### config.mk
export PLATFORM = sky130hd
export DESIGN_NAME = disp_share_arbiter
export DESIGN_NICKNAME = d
export VERILOG_FILES = /design/src/rtl/disp_share_arbiter.sv
export SDC_FILE = /design/constraint.sdc
export NUM_CORES = 1
export LEC_CHECK = 0
export ABC_AREA = 1
export CAP_MARGIN = 15
export CORE_UTILIZATION = 41
export DETAILED_ROUTE_END_ITERATION = 10
export PLACE_DENSITY = 0.82
export SYNTH_ARGS = -nofsm -noshare
export SYNTH_HDL_FRONTEND = slang
export SYNTH_SLANG_ARGS = --single-unit
### constraint.sdc
create_clock -name max10_clk1_50 -period 2.55 [get_ports max10_clk1_50]
set_clock_uncertainty 0.2 [all_clocks]
set_input_delay 0.3825 -clock max10_clk1_50 [delete_from_list [all_inputs] [get_ports max10_clk1_50]]
set_output_delay 0.3825 -clock max10_clk1_50 [all_outputs]
set_load 0.02 [all_outputs]
### src/rtl/disp_share_arbiter.sv
// Round-robin owner of the board display (six seven-segment digits + ten LEDs).
// Each owner keeps the display for a minimum slice; a one-cycle blank separates owners.
module disp_share_arbiter #(
   parameter int          NUM_REQ     = 4,
   parameter int          HOLD_CYCLES = 50000000,
   parameter logic [7:0]  HEX_OFF     = 8'hFF
) (
   input  logic                    max10_clk1_50,
   input  logic                    reset_n,
   input  logic [NUM_REQ-1:0]      req,
   input  logic [NUM_REQ*48-1:0]   req_hex,
   input  logic [NUM_REQ*10-1:0]   req_led,
   output logic [NUM_REQ-1:0]      grant,
   output logic                    busy,
   output logic [7:0]              hex0,
   output logic [7:0]              hex1,
   output logic [7:0]              hex2,
   output logic [7:0]              hex3,
   output logic [7:0]              hex4,
   output logic [7:0]              hex5,
   output logic [9:0]              ledr,
   output logic [1:0]              o_dbg_state
);

   localparam int IW = $clog2(NUM_REQ);
   localparam int CW = $clog2(HOLD_CYCLES);
   localparam logic [CW-1:0] CNT_MAX  = CW'(HOLD_CYCLES - 1);
   localparam logic [IW-1:0] IDX_LAST = IW'(NUM_REQ - 1);
   localparam logic [NUM_REQ-1:0] ONE = {{(NUM_REQ-1){1'b0}}, 1'b1};

   typedef enum logic [1:0] {
      S_IDLE  = 2'd0,
      S_OWN   = 2'd1,
      S_BLANK = 2'd2
   } state_t;

   state_t               r_state;
   logic [IW-1:0]        r_ptr;
   logic [IW-1:0]        r_owner;
   logic [CW-1:0]        r_cnt;
   logic [NUM_REQ-1:0]   r_grant;
   logic [47:0]          r_hex;
   logic [9:0]           r_led;

   state_t               w_state_nxt;
   logic [IW-1:0]        w_ptr_nxt;
   logic [IW-1:0]        w_owner_nxt;
   logic [CW-1:0]        w_cnt_nxt;
   logic [NUM_REQ-1:0]   w_grant_nxt;
   logic [47:0]          w_hex_nxt;
   logic [9:0]           w_led_nxt;

   logic                 w_found;
   logic [IW-1:0]        w_win;
   logic                 w_others;
   logic                 w_exit;

   // First asserted request at or after the pointer, wrapping past the top index.
   always_comb begin : p_win
      int v_idx;
      w_found = 1'b0;
      w_win   = '0;
      v_idx   = 0;
      for (int k = 0; k < NUM_REQ; k++) begin
         v_idx = int'(r_ptr) + k;
         if (v_idx >= NUM_REQ) v_idx = v_idx - NUM_REQ;
         if (!w_found && req[v_idx]) begin
            w_found = 1'b1;
            w_win   = IW'(v_idx);
         end
      end
   end

   assign w_others = |(req & ~r_grant);
   assign w_exit   = !req[r_owner] || ((r_cnt == CNT_MAX) && w_others);

   always_comb begin
      w_state_nxt = r_state;
      w_ptr_nxt   = r_ptr;
      w_owner_nxt = r_owner;
      w_cnt_nxt   = r_cnt;
      w_grant_nxt = '0;
      w_hex_nxt   = {6{HEX_OFF}};
      w_led_nxt   = '0;
      case (r_state)
         S_IDLE, S_BLANK: begin
            if (w_found) begin
               w_state_nxt = S_OWN;
               w_owner_nxt = w_win;
               w_cnt_nxt   = '0;
               w_grant_nxt = ONE << w_win;
            end else begin
               w_state_nxt = S_IDLE;
            end
         end
         S_OWN: begin
            if (w_exit) begin
               w_state_nxt = S_BLANK;
               w_ptr_nxt   = (r_owner == IDX_LAST) ? '0 : r_owner + 1'b1;
            end else begin
               // Owner data is sampled only while ownership continues, so the
               // blank cycle never carries a stale segment pattern.
               w_grant_nxt = r_grant;
               w_hex_nxt   = req_hex[48*r_owner +: 48];
               w_led_nxt   = req_led[10*r_owner +: 10];
               if (r_cnt != CNT_MAX) w_cnt_nxt = r_cnt + 1'b1;
            end
         end
         default: w_state_nxt = S_IDLE;
      endcase
   end

   always_ff @(posedge max10_clk1_50 or negedge reset_n) begin
      if (!reset_n) begin
         r_state <= S_IDLE;
         r_ptr   <= '0;
         r_owner <= '0;
         r_cnt   <= '0;
         r_grant <= '0;
         r_hex   <= {6{HEX_OFF}};
         r_led   <= '0;
      end else begin
         r_state <= w_state_nxt;
         r_ptr   <= w_ptr_nxt;
         r_owner <= w_owner_nxt;
         r_cnt   <= w_cnt_nxt;
         r_grant <= w_grant_nxt;
         r_hex   <= w_hex_nxt;
         r_led   <= w_led_nxt;
      end
   end

   assign grant       = r_grant;
   assign busy        = (r_state == S_OWN);
   assign hex0        = r_hex[7:0];
   assign hex1        = r_hex[15:8];
   assign hex2        = r_hex[23:16];
   assign hex3        = r_hex[31:24];
   assign hex4        = r_hex[39:32];
   assign hex5        = r_hex[47:40];
   assign ledr        = r_led;
   assign o_dbg_state = r_state;

endmodule

==> metrics.txt <==
CP max stage delay 400 ps; Multi-input gate area 0.003112 sq mm; drt drc 0; TritonRoute pass-1 iters 5; crit start category register; H-tree depth 3; total number of vias 7,006; commonest cells after routing, fill and taps aside clkdlybuf4s50_1, nor2_1, nand2_1, o21ai_0; Worst VDD drop slightly above 800 uV; io pins about 300; Worst EP required ~2600 ps; fin area between 0.009 and 0.01 sq mm; Worst Tran Pin Value between 600 and 700 ps; Fill cells roughly 1,200; die area ~0.015 sq mm; WS Path Type register to register; remaining global-route overflow 0; core area roughly 0.014 sq mm; Hold Vio Cnt, Final 0; detailed placement HPWL between 15,000 and 20,000 microns; WL final about 25,000 microns; hold_sp grant[1]$_DFFE_PN0P_; Psw 4.022 mW; Setup TNS 0 ps; pre-CTS worst setup slack between 150 and 200 ps; fraction of layout cells with a size suffix above 1 9.222%; clock power share 15.1%; DRT iter0 DRCs 501; Power Dens Cells roughly 940 mW/mm^2; Starting Density roughly 42%; largest net degree at the start of global routing 117; Synthesized Nets ~1,100; # rows 43; max-cap violation count 0; clk root buf clkbuf_16; TritonCTS Sinks 94; CP max FO 28; mapped cell area approximately 0.006 sq mm; CP max stage cell dfrtp_1; Clk pin slew, worst setup/hold paths 70 ps; Seq/Total Area, Yosys between 40% and 50%; commonest non-fill, non-tap cell in the layout clkdlybuf4s50_1; number of port buffers between 300 and 400; RSZ-0062 raised after global routing no; library cells used by synthesis 35; Vias/cell approximately 5.4; post-placement cell area about 0.0091 sq mm; switching share of power about 46%; vias in the first global route 6,854; post-CTS setup buffers 0; Pwr Total 8.790 mW; max frequency around 450 MHz; fin crit share slightly below 90%; sequential cell area roughly 0.0024 sq mm; All-Layer GR Usage 33.70%; Net count, final around 1,300; antenna violations before repair 6; global-route wire length before repair 37,190 microns; CTS Buf Count 9; Final WS setup between 300 and 400 ps; Post-Synthesis Cells 826; status completed; Post-DRT Antenna Nets 0; fin cells between 1,000 and 1,500; clock latency on the worst-skew pair around 350 ps; Critical Path End Type register; Cell Chain, Critical Path ha_1 > nand2_1 > nor2_4 > and2_1 > nand2_1 > nand2_4 > nand2_8 > nand2_1 > o21ai_0; endpoints failing setup 0; Slew Viols, Final 0; CP startpoint r_cnt[1]$_DFFE_PN0P_; RD Place Congestion about 0.95; post-placement cell count approximately 1,300; die outline height approximately 120 microns; part of the power in registers a little over a quarter; detailed-route wire length per cell around 19 microns; critical path arrival 2260 ps; Leak between 3 and 4 nW; Seq cells post-synth 94; combinational cell fraction of total power 57.6%; max_slew headroom 58.63%; die width between 100 and 150 microns; YS warnings 0; tightest hold margin about 330 ps; R2R Path Start r_cnt[1]$_DFFE_PN0P_; synthesis-to-finish area growth 58.32%; Pint 4.768 mW; Tmin final approximately 2200 ps; CTS tree yes; Max Buffers Root-to-Sink 2; Min-Delay Path Class register to register; final core utilization around two thirds; CP dominant cell by count nand2_1; syn_area_per_cell 7.171 sq um
## logic make-up after synthesis
group / share of synthesized area, %
compound gates: 19.41
buf+inv: 6.738
simple gates: 30.33
xor+xnor: 2.366
flops: 40.73
fa+ha+maj: 0.4224
## power by group through the flow
stage | logic, mW | registers [mW] | clock network, mW
floorplan | 2.56 | 2.84 | 0
global placement | 4.99 | 2.40 | 0
detailed placement | 5.02 | 2.42 | 0
CTS | 5.06 | 2.40 | 1.35
global route | 5.50 | 2.44 | 1.41
finish | 5.06 | 2.40 | 1.33
## final timing paths
path	to	slack, ps	depth (start not counted)
max	r_cnt[2]$_DFFE_PN0P_	320	9
min	grant[1]$_DFFE_PN0P_	330	2
max reg2reg	r_cnt[2]$_DFFE_PN0P_	320	9
min reg2reg	grant[1]$_DFFE_PN0P_	330	2
max in group asynchronous	r_hex[11]$_DFF_PN1_	1080	3
min in group asynchronous	r_cnt[22]$_DFFE_PN0P_	370	2
## synthesized netlist by cell type
| cell type | n | area [sq um] |
|---|---|---|
| nand2_8 | 2 | 40.04 |
| ha_1 | 2 | 25.02 |
| nor2_2 | 1 | 6.260 |
| buf_4 | 10 | 75.07 |
| xor2_1 | 13 | 113.9 |
| buf_6 | 2 | 22.52 |
| nand2_1 | 163 | 611.8 |
| nand4_1 | 3 | 18.77 |
| nand2_2 | 7 | 43.79 |
| nor3_1 | 6 | 30.03 |
| nand2_4 | 1 | 11.26 |
| xnor2_1 | 3 | 26.28 |
| or2_2 | 1 | 6.260 |
| nor2_1 | 198 | 743.2 |
| and3_1 | 1 | 6.260 |
| nand3_1 | 41 | 205.2 |
| a21oi_1 | 12 | 60.06 |
| clkbuf_1 | 36 | 135.1 |
| dfrtp_1 | 46 | 1151 |
| a21oi_2 | 1 | 8.760 |
| dfstp_2 | 48 | 1261 |
| and2_1 | 1 | 6.260 |
| nand3_4 | 1 | 17.52 |
| nand3_2 | 2 | 20.02 |
| nor3b_1 | 1 | 7.510 |
| inv_1 | 32 | 120.1 |
| o21a_1 | 1 | 7.510 |
| inv_2 | 6 | 22.52 |
| o21ai_0 | 125 | 625.6 |
| nor2_4 | 2 | 22.52 |
| o21ai_1 | 4 | 20.02 |
| buf_1 | 1 | 3.750 |
| o221ai_1 | 48 | 420.4 |
| buf_2 | 4 | 20.02 |
| o21bai_1 | 1 | 7.510 |
## sequential cells by signal, summed over array words and instances (netlist names)
name and cells:
ledr 10, r_hex 48, r_ptr 2, r_owner 2, r_cnt 26, o_dbg_state 2
grant 4
## timing repair
item,CTS,global route
hold endpoints to repair,22,0
gates resized for setup,0,0
hold buffers,1,0
## layer usage
layer / routed length [microns] / GRT usage (%) / part of all wire, %
met4: 1297 / 18.60 / 5.2
met5: 11 / 0 / 0.044
met1: 9019 / 38.24 / 36
met2: 12290 / 54.91 / 50
met3: 2167 / 12.22 / 8.7
## worst max-delay path, delay by kind of cell (launching register included)
family	cells	cell delay (ps)
AND/OR/NAND/NOR	7	1180
adder cells (fa/ha/maj)	1	260
AO/OA/AOI/OAI	1	80
flip-flops	1	400
## layout make-up
| class | instances | share of cell area, % |
|---|---|---|
| inverters | 38 | 1.534 |
| flip-flops and latches | 94 | 25.78 |
| repair buffers | 317 | 33.97 |
| diodes | 5 | 0.1334 |
| well taps | 180 | 2.402 |
| clock buffers | 16 | 3.002 |
| multi-input cells | 641 | 33.18 |
Power figures use the tool's default switching activity.
